$ cat config.mk
export PLATFORM = sky130hd
export DESIGN_NAME = dense_layer_flat
export DESIGN_NICKNAME = d
export VERILOG_FILES = /design/src/rtl/dense_layer_if.sv /design/src/rtl/dense_layer.sv /design/src/flat_wrapper.sv
export SDC_FILE = /design/constraint.sdc
export NUM_CORES = 1
export LEC_CHECK = 0
export CAP_MARGIN = 40
export CORE_MARGIN = 1
export CORE_UTILIZATION = 60
export DETAILED_ROUTE_END_ITERATION = 7
export MAX_ROUTING_LAYER = met4
export PLACE_DENSITY = 0.78
export RECOVER_POWER = 50
export REMOVE_ABC_BUFFERS = 1
export SLEW_MARGIN = 20
export SYNTH_ARGS = -nofsm -noshare
export SYNTH_HDL_FRONTEND = slang
export SYNTH_SLANG_ARGS = --single-unit
$ cat constraint.sdc
create_clock -name clk -period 9.4 [get_ports clk]
set_input_delay 1.41 -clock clk [delete_from_list [all_inputs] [get_ports clk]]
set_output_delay 1.41 -clock clk [all_outputs]
set_load 0.02 [all_outputs]
$ cat src/rtl/dense_layer_if.sv
// Read-request bus between the dense layer and its external RAM reader.
// One request outstanding at a time; the address is held until the data returns.
`timescale 1ns/1ps
interface dense_layer_if #(
    parameter int unsigned ADDR_WIDTH = 27
) ();
    logic                  rd_req;
    logic [ADDR_WIDTH-1:0] rd_address;
    logic                  rd_valid;
    logic [15:0]           rd_data;

    modport master (output rd_req, rd_address, input rd_valid, rd_data);
    modport slave  (input rd_req, rd_address, output rd_valid, rd_data);
endinterface

$ cat src/rtl/dense_layer.sv
// Fully connected layer: fetches bias and weights word by word from an external RAM
// reader, accumulates against a local Q8.8 input vector and emits one output per neuron.
`timescale 1ns/1ps
module dense_layer #(
    parameter int unsigned           IN_LEN      = 16,
    parameter int unsigned           OUT_LEN     = 32,
    parameter int unsigned           ADDR_WIDTH  = 27,
    parameter int unsigned           FRAC_BITS   = 8,
    parameter logic [ADDR_WIDTH-1:0] WEIGHT_BASE = 27'h000200,
    parameter logic [ADDR_WIDTH-1:0] BIAS_BASE   = 27'h000600,
    parameter bit                    RELU        = 1'b1
) (
    input  logic        clk,
    input  logic        reset,
    input  logic        in_wr_en,
    input  logic [3:0]  in_wr_idx,
    input  logic [15:0] in_wr_data,
    input  logic        start,
    dense_layer_if.master rd_bus,
    output logic        busy,
    output logic        out_valid,
    output logic [4:0]  out_idx,
    output logic [15:0] out_data,
    output logic        done
);

    typedef enum logic [2:0] {
        IDLE, REQ_BIAS, WAIT_BIAS, REQ_W, WAIT_W, EMIT, FINISH
    } state_t;

    state_t                  r_state, w_next;
    logic [15:0]             r_x [IN_LEN];
    logic signed [39:0]      r_acc;
    logic [3:0]              r_i;
    logic [4:0]              r_j;
    logic [ADDR_WIDTH-1:0]   r_addr;
    logic [4:0]              r_out_idx;
    logic [15:0]             r_out_data;

    logic                    w_last_i, w_last_j;
    logic signed [31:0]      w_prod;
    logic signed [39:0]      w_prod_ext, w_bias_ext, w_shift;
    logic [15:0]             w_result;

    assign w_last_i   = (r_i == 4'(IN_LEN - 1));
    assign w_last_j   = (r_j == 5'(OUT_LEN - 1));
    assign w_prod     = $signed(rd_bus.rd_data) * $signed(r_x[r_i]);
    assign w_prod_ext = 40'(w_prod);
    assign w_bias_ext = 40'($signed(rd_bus.rd_data)) <<< FRAC_BITS;
    assign w_shift    = r_acc >>> FRAC_BITS;

    always_comb begin
        w_result = w_shift[15:0];
        if (w_shift > 40'sd32767)
            w_result = 16'h7FFF;
        else if (w_shift < -40'sd32768)
            w_result = 16'h8000;
        if (RELU && w_result[15])
            w_result = '0;
    end

    always_ff @(posedge clk or negedge reset) begin
        if (!reset)
            r_state <= IDLE;
        else
            r_state <= w_next;
    end

    always_comb begin
        w_next        = r_state;
        rd_bus.rd_req = 1'b0;
        out_valid     = 1'b0;
        done          = 1'b0;
        busy          = (r_state != IDLE);
        case (r_state)
            IDLE:      if (start) w_next = REQ_BIAS;
            REQ_BIAS: begin
                rd_bus.rd_req = 1'b1;
                w_next        = WAIT_BIAS;
            end
            WAIT_BIAS: if (rd_bus.rd_valid) w_next = REQ_W;
            REQ_W: begin
                rd_bus.rd_req = 1'b1;
                w_next        = WAIT_W;
            end
            WAIT_W:    if (rd_bus.rd_valid) w_next = w_last_i ? EMIT : REQ_W;
            EMIT: begin
                out_valid = 1'b1;
                w_next    = w_last_j ? FINISH : REQ_BIAS;
            end
            FINISH: begin
                done   = 1'b1;
                w_next = IDLE;
            end
            default:   w_next = IDLE;
        endcase
    end

    // Address is registered one state ahead; weights of a row are contiguous,
    // so it simply increments after each weight instead of recomputing j*IN_LEN+i.
    always_ff @(posedge clk or negedge reset) begin
        if (!reset) begin
            r_acc      <= '0;
            r_i        <= '0;
            r_j        <= '0;
            r_addr     <= '0;
            r_out_idx  <= '0;
            r_out_data <= '0;
        end else begin
            case (r_state)
                IDLE: if (start) begin
                    r_j    <= '0;
                    r_addr <= BIAS_BASE;
                end
                WAIT_BIAS: if (rd_bus.rd_valid) begin
                    r_acc  <= w_bias_ext;
                    r_i    <= '0;
                    r_addr <= WEIGHT_BASE + ADDR_WIDTH'(r_j) * ADDR_WIDTH'(IN_LEN);
                end
                WAIT_W: if (rd_bus.rd_valid) begin
                    r_acc <= r_acc + w_prod_ext;
                    if (!w_last_i) begin
                        r_i    <= r_i + 4'd1;
                        r_addr <= r_addr + ADDR_WIDTH'(1);
                    end
                end
                EMIT: begin
                    r_out_idx  <= r_j;
                    r_out_data <= w_result;
                    if (!w_last_j) begin
                        r_j    <= r_j + 5'd1;
                        r_addr <= BIAS_BASE + ADDR_WIDTH'(r_j) + ADDR_WIDTH'(1);
                    end
                end
                default: ;
            endcase
        end
    end

    always_ff @(posedge clk or negedge reset) begin
        if (!reset) begin
            for (int unsigned k = 0; k < IN_LEN; k++)
                r_x[k] <= '0;
        end else if (in_wr_en && (r_state == IDLE) && (32'(in_wr_idx) < IN_LEN)) begin
            r_x[in_wr_idx] <= in_wr_data;
        end
    end

    // The result is visible during EMIT itself and then held from the registers.
    assign out_data          = (r_state == EMIT) ? w_result : r_out_data;
    assign out_idx           = (r_state == EMIT) ? r_j : r_out_idx;
    assign rd_bus.rd_address = r_addr;

endmodule

$ cat src/flat_wrapper.sv
// flat-port wrapper written by rule: the top's interface ports become plain ports
module dense_layer_flat 
#(
    parameter int unsigned           IN_LEN      = 16,
    parameter int unsigned           OUT_LEN     = 32,
    parameter int unsigned           ADDR_WIDTH  = 27,
    parameter int unsigned           FRAC_BITS   = 8,
    parameter logic [ADDR_WIDTH-1:0] WEIGHT_BASE = 27'h000200,
    parameter logic [ADDR_WIDTH-1:0] BIAS_BASE   = 27'h000600,
    parameter bit                    RELU        = 1'b1
)
  (clk, reset, in_wr_en, in_wr_idx, in_wr_data, start, busy, out_valid, out_idx, out_data, done, rd_bus_rd_req, rd_bus_rd_address, rd_bus_rd_valid, rd_bus_rd_data);
  dense_layer_if #(.ADDR_WIDTH(ADDR_WIDTH)) rd_bus_i ();
  input  logic clk;
  input  logic reset;
  input  logic in_wr_en;
  input  logic [3:0] in_wr_idx;
  input  logic [15:0] in_wr_data;
  input  logic start;
  output logic busy;
  output logic out_valid;
  output logic [4:0] out_idx;
  output logic [15:0] out_data;
  output logic done;
  output wire logic [$bits(rd_bus_i.rd_req)-1:0] rd_bus_rd_req;
  output wire logic [$bits(rd_bus_i.rd_address)-1:0] rd_bus_rd_address;
  input wire logic [$bits(rd_bus_i.rd_valid)-1:0] rd_bus_rd_valid;
  input wire logic [$bits(rd_bus_i.rd_data)-1:0] rd_bus_rd_data;
  assign rd_bus_rd_req = rd_bus_i.rd_req;
  assign rd_bus_rd_address = rd_bus_i.rd_address;
  assign rd_bus_i.rd_valid = rd_bus_rd_valid;
  assign rd_bus_i.rd_data = rd_bus_rd_data;
  dense_layer #(.IN_LEN(IN_LEN), .OUT_LEN(OUT_LEN), .ADDR_WIDTH(ADDR_WIDTH), .FRAC_BITS(FRAC_BITS), .WEIGHT_BASE(WEIGHT_BASE), .BIAS_BASE(BIAS_BASE), .RELU(RELU)) u_core (.clk(clk), .reset(reset), .in_wr_en(in_wr_en), .in_wr_idx(in_wr_idx), .in_wr_data(in_wr_data), .start(start), .rd_bus(rd_bus_i), .busy(busy), .out_valid(out_valid), .out_idx(out_idx), .out_data(out_data), .done(done));
endmodule
Yosys cells after proc, flatten, opt, wreduce, memory -nomap -nowiden
Index checks and enable logic that the tools add are counted.
- output and inout bits: 52
- register bits after elaboration: 356
- word-level logic and storage cells: 100
- order comparisons: 5
- add/subtract/negate cells: 7
- bitwise operators: 2
- eq/ne operators: 13
- reduce and logical (&&, ||, !) cells: 13
- muxes and demuxes: 36
- multiply operators: 1
- operators by type and width (operator ; number):
    256-bit bitwise mux ; 1
    27-bit 2-to-1 mux ; 5
    27-bit one-hot mux with 4 select lines ; 1
    16-bit 2-to-1 mux ; 6
    40-bit 2-to-1 mux ; 2
    40-bit one-hot mux with 2 select lines ; 1
    16-bit binary-select mux with 4-bit select ; 1
    16-bit demux with 4-bit select ; 1
    27-bit by 1-bit adder with 27-bit output, second input constant ; 2
    40-bit by 32-bit adder with 40-bit output ; 1
    32-bit by 16-bit > comparator with 1-bit output, second input constant ; 1
    32-bit by 16-bit less-than comparator with 1-bit output, second input constant ; 1
    16-bit by 16-bit multiplier with 32-bit output ; 1
    3-bit one-hot mux with 6 select lines ; 1
    15-bit 2-to-1 mux ; 1
    3-bit 2-to-1 mux ; 5
    5-bit 2-to-1 mux ; 3
    11-bit by 5-bit adder with 12-bit output, first input constant ; 1
    4-bit 2-to-1 mux ; 3
    10-bit by 9-bit adder with 11-bit output, first input constant ; 1
    5-bit >= comparator, second input constant ; 2
    2-bit != test, second input constant ; 5
    4-bit NOT with 5-bit output ; 2
    5-bit one-hot mux with 2 select lines ; 1
    19 further kinds ; 28

Logic depth before layout (Yosys ltp)
- depth after elaboration: 8
- gate-level depth with buffers: 29

Worst setup path before layout
No wires, ideal clock.
- path type: input -> register
- start: input rd_bus_rd_data[15]
- end: register u_core.r_acc[37]
- stages on the path: 25
- path slack: 1.649 ns
- setup time: 0.076 ns
- data required time: 9.324 ns
- data arrival time: 7.675 ns
- cells stage by stage: clkbuf_1 clkbuf_1 nand2_1 fa_1 inv_1 fa_1 inv_1 fa_1 inv_1 fa_1 fa_1 inv_1 fa_1 inv_1 ha_1 buf_2 nand4_1 o211ai_1 a21oi_1 o31ai_2 a22oi_4 nand2b_1 a31oi_1 xor2_1 o21ai_1
- word-level cells in the longest chain between the ends: 4
- elaborated cells between the ends (all ways): 5
- those cells by class: add/sub (1); mul (1); mux (3)
- RTL lines (what ; line ; text):
    start: declaration ; flat_wrapper.sv:28 ; input wire logic [$bits(rd_bus_i.rd_data)-1:0] rd_bus_rd_data;
    16-bit by 16-bit multiplier with 32-bit output ; dense_layer.sv:47 ; assign w_prod = $signed(rd_bus.rd_data) * $signed(r_x[r_i]);
    40-bit by 32-bit adder with 40-bit output ; dense_layer.sv:121 ; r_acc <= r_acc + w_prod_ext;
    40-bit 2-to-1 mux ; dense_layer.sv:120 ; WAIT_W: if (rd_bus.rd_valid) begin
    40-bit one-hot mux with 2 select lines * ; dense_layer.sv:110 ; case (r_state)
    end signal: assignment ; dense_layer.sv:116 ; r_acc <= w_bias_ext;
    end signal: assignment ; dense_layer.sv:121 ;
    end: declaration ; dense_layer.sv:33 ; logic signed [39:0] r_acc;
Every way passes the cells marked *; elsewhere a longest branch is shown, timed or not. The select of a mux whose other input is x is not followed.
A chain may end at the register's enable or synchronous reset.

Worst setup path in the final report
- start: register u_core.r_i[0]
- end: register u_core.r_acc[35]
- word-level cells in the longest chain between the ends: 8
- RTL lines (what ; line ; text):
    start: declaration ; dense_layer.sv:34 ; logic [3:0] r_i;
    start signal: assignment ; dense_layer.sv:123 ; r_i <= r_i + 4'd1;
    4-bit NOT with 5-bit output (not written as such) ; dense_layer.sv:47 ;
    16-bit binary-select mux with 4-bit select ; dense_layer.sv:47 ;
    16-bit 2-to-1 mux (not written as such) (2 in series) ; dense_layer.sv:47 ;
    16-bit by 16-bit multiplier with 32-bit output ; dense_layer.sv:47 ;
    40-bit by 32-bit adder with 40-bit output ; dense_layer.sv:121 ;
    40-bit 2-to-1 mux ; dense_layer.sv:120 ;
    40-bit one-hot mux with 2 select lines ; dense_layer.sv:110 ;
Every way passes these cells. The select of a mux whose other input is x is not followed.

==> results by group <==
Synth
  • Syn Std Cell Area: 28560 um^2
  • Simple-Gate Fraction of Synth Area: 9.151%
  • Count leader, synth: inv_1
  • Top FF cell, synth: dfrtp_1
  • Netlist cell types: 81
  • Sequential area share after synthesis: 31.19%
  • Yosys warnings: 0
  • #FFs+latches synth: 356
  • Post-synthesis mux area share: 16.76%
  • Avg Cell Area, Syn: 11.47 um^2
  • Synth top area share: 31.19%
  • Synth area leader: dfrtp_1
  • Post-synthesis instance total: 2491
  • Post-synthesis xor/xnor area fraction: 1.805%
  • Post-synth EDFFs: 0
  • Ranking of synthesized cells by area: dfrtp_1, fa_1, mux2_2, mux4_2, inv_1
  • List of most frequent post-synthesis cells: inv_1, dfrtp_1, fa_1
  • Share of synthesized registers carrying an async set or reset: 100.0%
  • Adder-Cell Fraction of Synth Area: 28.34%
  • Synth Area in Compound Gates: 5.528%
  • Largest family of logic cells by synthesized area: adder cells

Final layout
  • NumNets Final: 3036
  • Ratio of cells with drive above 1 in the final layout: 17.65%
  • Area delta synth->final: 9.817%
  • Design area: 31370 um^2
  • Fin cells: 3182

Critical path
  • Worst Reg2Reg Path Length in Cells: 25
  • Req. time, crit path: 9.76 ns
  • Worst reg2reg setup slack: 0.78 ns
  • FF-to-FF Start: u_core.r_i[0]
  • Critical Path Fanout Max: 31
  • Worst EP arrival: 8.97 ns
  • Endpoint class of the critical path: register
  • Reg-to-reg endpoint: u_core.r_acc[35]
  • WS Path Type: reg2reg
  • Crit start category: register

Clock tree
  • Post-cts resize count: 0
  • # H-tree levels: 2
  • Root Buffer: clkbuf_16
  • CTS tree: built
  • Reg clk slew, reported paths: 0.06 ns
  • Clock sinks: 356
  • Hold buffer count at CTS: 0
  • Worst-skew pair later-pin latency: 0.53 ns
  • Clock buffer depth: 3
  • Total CTS buffers: 36
  • Post-CTS setup buffer count: 0

STA
  • Slew @ Worst Pin: 5.311 ns
  • Slew HR: -254.1%
  • PnR worst setup slack: 0.7838 ns
  • Clock skew: 0.01988 ns
  • Final setup TNS: 0 ns
  • Endpoints failing setup: 0
  • RSZ-0062 raised after global routing: no
  • Final Max Slew Viols: 284
  • Hold Vio Cnt, Final: 0
  • Fin crit share: 91.66%
  • Max Freq: 116.1 MHz
  • Min Tclk post-route: 8.616 ns

Floorplanning
  • Io pins: 93
  • Die height: 220.2 um
  • Die Area: 48480 um^2
  • Core Area: 46750 um^2
  • Initial core utilization: 61.09%
  • Die Span X: 220.2 um
  • FP Rows: 79

Routing
  • Routed wire per std cell: 21.22 um
  • Pre-antenna DRT Iters: 8
  • Vias post-DR: 18995
  • ANT nets after route: 0
  • Routed vias/inst: 5.970
  • Iter 0 DRT Violations: 1612
  • Wirelength, routed: 67530 um
  • Post-route DRC violation count: 2

Min path
  • Worst Hold Launch: u_core.r_out_data[6]
  • Hold Path Sink: u_core.r_out_data[6]
  • Hold crit path type: reg2reg
  • Hold path cells: 2

GRT
  • GRT Total Usage: 30.39%
  • Antenna violations before repair: 3
  • First-pass GRT wire length: 110700 um
  • Gr ovfl total: 0
  • Vias in the first global route: 20456
  • Largest net degree at the start of global routing: 186

Flow run
  • Max-cap violations: 2

Placed design
  • Place WS: 0.7022 ns
  • Final HPWL DP: 50250 um
  • Final GP Congestion: 0.9735
  • Placed cells: 3114
  • PortBufs: 92
  • Placed Area: 30250 um^2

Outcome
  • Status: finished, violations left
  • Failing checks: DRC, capacitance limit, slew limit
## area by class of cell
class | count | area [um^2]
diodes | 3 | 7.507
clock buffers | 50 | 1025
clock inverters | 14 | 135.1
fillers | 3431 | 15390
inverters | 399 | 1500
multi-input cells | 1616 | 17620
flip-flops and latches | 356 | 8914
well taps | 607 | 759.5
repair buffers | 137 | 1411
## cell families (layout without fill, tap and decap cells)
family,count (synthesis),after routing
simple gates,521,521
buf+inv,519,600
fa+ha+maj,449,449
flops,356,356
mux,346,346
compound gates,242,242
xor+xnor,58,58
other cells,0,3
## state kept, by name, indices dropped and copies added (netlist names)
register / flops
u_core.r_j: 5
u_core.r_i: 4
u_core.r_acc: 40
u_core.r_state: 3
u_core.r_x: 256
u_core.r_out_data: 16
u_core.rd_bus.rd_address: 27
u_core.r_out_idx: 5
## routing by layer
| layer | routed length (um) | vias to the layer above | track usage (%) |
|---|---|---|---|
| met5 | 0 | - | - |
| met4 | 1825 | 0 | 9.034 |
| met3 | 4175 | 162 | 4.330 |
| met2 | 34690 | 687 | 50.41 |
| met1 | 26840 | 9889 | 39.05 |
| li1 | - | 8257 | - |
## critical path: stages, from the launching register on
cell and delay [ns]:
dfrtp_4 0.81, buf_4 0.31, buf_4 0.28, mux4_2 0.53, mux4_2 0.74, and2_1 0.29, fa_1 0.42, fa_1 0.54
inv_1 0.05, fa_1 0.47, inv_1 0.06, fa_1 0.52, fa_1 0.56, inv_1 0.06, fa_1 0.55, inv_1 0.05
ha_1 0.38, o21ai_0 0.13, a211oi_1 0.41, a21oi_1 0.17, o31ai_2 0.47, a22oi_4 0.18, nand2b_1 0.11, a21oi_1 0.08
xor2_1 0.15, o21ai_1 0.09
## through the flow
stage / utilization [%] / hold WS, ns
final: 67.09 / 0.4783
after CTS: 67.18 / 0.4864
after detailed placement: 64.70 / 0.4702
after global placement: 64.04 / 0.4627
after floorplan: - / 0.4533
after global routing: 67.09 / 0.5033
## worst max path at each step
stage,start,end,slack [ns],cells after the start
5_1_grt,u_core.r_i[0],u_core.r_acc[35],0.33,25
6_report,u_core.r_i[0],u_core.r_acc[35],0.78,25
3_3_place_gp,rd_bus_rd_data[15],u_core.r_acc[37],0.85,24
4_1_cts,u_core.r_i[0],u_core.r_acc[35],0.80,24
2_1_floorplan,u_core.r_i[0],u_core.r_acc[37],-0.09,24
3_5_place_dp,rd_bus_rd_data[15],u_core.r_acc[35],0.70,24
## layout by cell type, fill, tap and decap left out, types with 57 or more instances in the layout
master             n
a21oi_1           66
and2_1           143
clkdlybuf4s50_1   89
dfrtp_1          354
fa_1             330
ha_1             119
inv_1            398
mux2_2           250
mux4_2            78
nand2_1          180
nor2_1            96
o21ai_0           57
Power is left out: the tool's default activity adds up to more than one toggle a clock period on the data nets, which glitch-free logic cannot reach.
